$ cat src/rtl/button_press_classifier.sv
// Debounces one active-low push button and classifies each accepted press as
// short or long, emitting registered single-cycle event pulses plus a held level.
module button_press_classifier #(
  parameter int unsigned DEBOUNCE_CYC = 1000000,
  parameter int unsigned LONG_CYC     = 50000000
) (
  input  logic CLOCK_50,
  input  logic RESET_n,
  input  logic KEY_n,
  output logic B_Press,
  output logic B_Short,
  output logic B_Long,
  output logic B_Held
);

  localparam int unsigned DW = $clog2(DEBOUNCE_CYC);
  localparam int unsigned HW = $clog2(LONG_CYC);
  localparam logic [DW-1:0] DMAX = DW'(DEBOUNCE_CYC - 1);
  localparam logic [HW-1:0] HMAX = HW'(LONG_CYC - 1);
  localparam logic [DW-1:0] DONE = DW'(1);
  localparam logic [HW-1:0] HONE = HW'(1);

  typedef enum logic [2:0] {
    IDLE,
    DEB_PRESS,
    PRESSED,
    LONG_HELD,
    DEB_RELEASE
  } state_t;

  state_t        state_q, state_d;
  logic          sync1_q, sync2_q;
  logic [DW-1:0] dcnt_q, dcnt_d;
  logic [HW-1:0] hcnt_q, hcnt_d;
  logic          wasLong_q, wasLong_d;
  logic          press_q, press_d;
  logic          short_q, short_d;
  logic          long_q, long_d;
  logic          held_q, held_d;
  logic          pressedS;

  assign pressedS = sync2_q;

  // Next-state logic; pulse outputs default low so they last exactly one cycle.
  always_comb begin
    state_d   = state_q;
    dcnt_d    = dcnt_q;
    hcnt_d    = hcnt_q;
    wasLong_d = wasLong_q;
    press_d   = 1'b0;
    short_d   = 1'b0;
    long_d    = 1'b0;
    held_d    = held_q;

    case (state_q)
      IDLE: begin
        if (pressedS) begin
          state_d = DEB_PRESS;
          dcnt_d  = DONE;
        end
      end

      DEB_PRESS: begin
        if (!pressedS) begin
          state_d = IDLE;
        end else if (dcnt_q == DMAX) begin
          state_d = PRESSED;
          hcnt_d  = '0;
          press_d = 1'b1;
          held_d  = 1'b1;
        end else begin
          dcnt_d = dcnt_q + DONE;
        end
      end

      PRESSED: begin
        if (!pressedS) begin
          state_d   = DEB_RELEASE;
          dcnt_d    = DONE;
          wasLong_d = 1'b0;
        end else if (hcnt_q == HMAX) begin
          state_d = LONG_HELD;
          long_d  = 1'b1;
        end else begin
          hcnt_d = hcnt_q + HONE;
        end
      end

      LONG_HELD: begin
        if (!pressedS) begin
          state_d   = DEB_RELEASE;
          dcnt_d    = DONE;
          wasLong_d = 1'b1;
        end
      end

      DEB_RELEASE: begin
        // A bounce back to pressed resumes the hold with hcnt untouched.
        if (pressedS) begin
          state_d = wasLong_q ? LONG_HELD : PRESSED;
        end else if (dcnt_q == DMAX) begin
          state_d = IDLE;
          held_d  = 1'b0;
          short_d = !wasLong_q;
        end else begin
          dcnt_d = dcnt_q + DONE;
        end
      end

      default: begin
        state_d = IDLE;
      end
    endcase
  end

  always_ff @(posedge CLOCK_50) begin
    if (!RESET_n) begin
      state_q   <= IDLE;
      sync1_q   <= 1'b0;
      sync2_q   <= 1'b0;
      dcnt_q    <= '0;
      hcnt_q    <= '0;
      wasLong_q <= 1'b0;
      press_q   <= 1'b0;
      short_q   <= 1'b0;
      long_q    <= 1'b0;
      held_q    <= 1'b0;
    end else begin
      state_q   <= state_d;
      sync1_q   <= ~KEY_n;
      sync2_q   <= sync1_q;
      dcnt_q    <= dcnt_d;
      hcnt_q    <= hcnt_d;
      wasLong_q <= wasLong_d;
      press_q   <= press_d;
      short_q   <= short_d;
      long_q    <= long_d;
      held_q    <= held_d;
    end
  end

  assign B_Press = press_q;
  assign B_Short = short_q;
  assign B_Long  = long_q;
  assign B_Held  = held_q;

endmodule

$ cat config.mk
export PLATFORM = sky130hd
export DESIGN_NAME = button_press_classifier
export DESIGN_NICKNAME = d
export VERILOG_FILES = /design/src/rtl/button_press_classifier.sv
export SDC_FILE = /design/constraint.sdc
export NUM_CORES = 1
export LEC_CHECK = 0
export BUFFER_PORTS_ARGS = -buffer_cell sky130_fd_sc_hd__buf_2
export CORE_UTILIZATION = 27
export DETAILED_ROUTE_END_ITERATION = 8
export PLACE_DENSITY = 0.38
export SETUP_SLACK_MARGIN = 0.3
export SLEW_MARGIN = 10
export SYNTH_ARGS = -nofsm -noshare
export SYNTH_HDL_FRONTEND = slang
export SYNTH_SLANG_ARGS = --single-unit
$ cat constraint.sdc
create_clock -name CLOCK_50 -period 3.6 [get_ports CLOCK_50]
set_input_delay 0.72 -clock CLOCK_50 [delete_from_list [all_inputs] [get_ports CLOCK_50]]
set_output_delay 0.72 -clock CLOCK_50 [all_outputs]
set_load 0.01 [all_outputs]
==> impl_metrics.py <==
metrics = {
    "status": {
        "status": "finished clean",
    },
    "floorplan": {
        "fp.coreArea_um2": 11000,
        "initial_utilization_pct": 28.0,
        "io_pins": 7,
        "dieArea_um2": 11800,
        "die_y_um": 109,
        "rows": 38,
        "die_x_um": 109,
    },
    "yosys": {
        "synth_cell_types": 65,
        "synth-seq-cells": 56,
        "syn-instance-count": 370,
        "synthFlopType": "dfxtp_1",
        "synth_area_um2": 3070,
        "synthArstFlopShare_pct": 0,
        "synth_edf_count": 0,
        "synth-seq-area-share_pct": 36.5,
        "synth_nets": 375,
        "synth_area_per_cell_um2": 8.30,
        "synth_warnings": 0,
    },
    "critical_path": {
        "crit_path_start": "dcnt_q[0]",
        "cp-end-kind": "flip-flop",
        "critPathMaxFanout": 14,
        "worst_setup_path_start_kind": "flip-flop",
        "critPathArrivalTime_ns": 2.93,
        "path_class": "reg -> reg",
        "crit_required_ns": 3.82,
        "reg2reg_from": "dcnt_q[0]",
        "ff2ff_setup_slack_ns": 0.89,
        "reg2reg_to": "dcnt_q[9]",
        "reg2reg_depth": 6,
    },
    "cts": {
        "cts.repair.resized": 0,
        "cts_tree": "yes",
        "clk_path_buf_depth": 2,
        "holdBufCountCts": 0,
        "cts.clk_slew.worst_paths_ns": 0.07,
        "clk-insertion-delay-late_ns": 0.30,
        "cts_made_buffers": 5,
        "numClockSinks": 56,
        "cts_setup_buffers": 0,
        "h-tree-depth": 2,
        "root_buffer": "clkbuf_16",
    },
    "run": {
        "cap_violations": 0,
    },
    "global_routing": {
        "grtUsageMet1_pct": 22.8,
        "grt_pass1_wl_um": 14200,
        "grt-busiest-layer": "met2",
        "use_met2_pct": 23.7,
        "grt_overflow": 0,
        "grtUsageTotal_pct": 15.8,
        "grt_pass1_vias": 2625,
        "use_met3_pct": 2.87,
        "antenna_found_initial": 0,
        "grt_max_degree": 19,
    },
    "timing": {
        "rsz0062_at_grt": "no",
        "min_period_over_period_pct": 75.3,
        "fmax_ghz": 0.369,
        "slew_headroom_pct": 37.3,
        "hold_viol": 0,
        "worstMarginPinSlew_ns": 0.940,
        "slew_violations": 0,
        "tns_ns": 0,
        "post-route-min-period_ns": 2.71,
        "clock-skew-final_ns": 0.00606,
        "setup_viol": 0,
    },
    "final_layout": {
        "drive_above_1_share_pct": 10.3,
        "n_antenna_cell": 0,
        "area_growth_pct": 10.1,
        "mostFrequentLayoutCells": "56 x dfxtp_1, 41 x nand2_1, 24 x a21oi_1",
        "final_nets": 375,
        "layout_commonest_cell": "dfxtp_1",
        "final_util_pct": 30.8,
        "fill_cells": 1163,
    },
    "hold_path": {
        "min_path_type": "reg -> reg",
        "min_from": "sync1_q",
        "hold_path_end": "pressedS",
        "worstHoldPathCells": 1,
    },
    "pwr": {
        "combPwrFrac_pct": 2.4,
        "seqPwrFrac_pct": 53.2,
        "swShare_pct": 21.6,
        "pwr-share-clk_pct": 44.4,
        "switchingPower_uw": 254,
        "power.internal_uw": 922,
        "vdd_drop_max_uv": 158,
        "p_leak_uw": 0.00111,
        "powerDensity_nw_per_um2": 348,
    },
    "route": {
        "wl_per_cell_um": 16.9,
        "antenna_left": 0,
        "drc": 0,
        "dr.first_iter.drc_count": 170,
        "wirelength_um": 8600,
        "firstDrtPassIters": 4,
        "vias_per_cell": 5.55,
        "via_count": 2830,
    },
    "placement": {
        "hpwl_um": 5920,
        "globalplace.congestion": 0.747,
        "port_buffers": 6,
    },
}
cell type report:
| class | count | area, um2 | area share [%] |
|---|---|---|---|
| multi-input combinational | 292 | 1860 | 55.0 |
| sequential | 56 | 1120 | 33.1 |
| tap | 140 | 175 | 5.18 |
| clock buffer | 7 | 153 | 4.51 |
| timing repair buffer | 9 | 52.6 | 1.55 |
| inverter | 6 | 22.5 | 0.666 |
how the worst max path moves through the flow:
stage                  to  slack (ns)  cells past startpoint
2_1_floorplan  dcnt_q[11]        1.56                      7
3_3_place_gp   dcnt_q[13]        1.05                      5
3_5_place_dp    dcnt_q[9]        0.94                      6
4_1_cts         dcnt_q[9]        0.90                      6
5_1_grt         dcnt_q[9]        0.66                      6
6_report        dcnt_q[9]        0.89                      6
flip-flops by register name, summed over array words and instances, names as in the netlist:
register,count
B_Held,1
B_Long,1
B_Press,1
B_Short,1
dcnt_q,20
hcnt_q,26
pressedS,1
state_q,3
sync1_q,1
wasLong_q,1
cells in the mapped netlist (4+ instances only):
master	number	area share (%)
nor4_1	5	1.0
a31oi_1	5	1.0
o211ai_1	9	2.2
o21ai_0	21	3.4
and4_1	4	1.1
a41oi_1	5	1.4
nand2_1	41	5.0
nor3_1	14	2.3
nand2b_1	6	1.2
nor2_1	16	2.0
nand4_1	14	2.9
or3_1	11	2.2
a21oi_1	24	3.9
clkbuf_1	13	1.6
and3_1	11	2.2
or4_1	10	2.4
a211o_1	8	2.3
nand3_1	17	2.8
inv_1	5	0.61
dfxtp_1	56	36
cells by family after synthesis:
group,count (synthesis),synth area share [%]
buffers and inverters,22,2.97
xor gates and xnor gates,5,1.43
and+or+nand+nor,180,34.6
DFF,56,36.5
muxes,1,0.326
adders and majority gates,2,0.815
AOI/OAI and AO/OA,104,23.4
power groups by stage:
stage / combinational, uW / clock, uW / sequential, uW
CTS: 28.7 / 548 / 625
finish: 27.9 / 522 / 626
global placement: 28.4 / 0 / 640
global route: 31.2 / 573 / 626
detailed placement: 28.6 / 0 / 640
floorplan: 21.0 / 0 / 638
stage by stage:
| stage | area [um2] | total power, uW | cells | worst slack (ns) | hold WS, ns |
|---|---|---|---|---|---|
| floorplan | 3070 | 659 | 370 | 1.56 | 0.412 |
| global placement | 3230 | 669 | 503 | 1.05 | 0.425 |
| detailed placement | 3230 | 669 | 503 | 0.936 | 0.428 |
| CTS | 3380 | 1200 | 510 | 0.904 | 0.446 |
| global route | 3380 | 1230 | 510 | 0.658 | 0.479 |
| finish | 3380 | 1180 | 510 | 0.889 | 0.439 |
metal layers:
| layer | vias up | routed length, um | share of wire (%) |
|---|---|---|---|
| li1 | 1434 | - | - |
| met1 | 1348 | 4460 | 52 |
| met2 | 40 | 3780 | 44 |
| met3 | 8 | 266 | 3.1 |
| met4 | 0 | 94 | 1.1 |
| met5 | - | 0 | 0 |
critical path, cell delays in order, from the launching register on:
cell,delay [ns]
dfxtp_1,0.41
ha_1,0.24
nand4_1,0.22
or4_1,0.59
o2111ai_1,0.79
o21ai_0,0.23
a21oi_1,0.16
(Power assumes the default switching activity.)
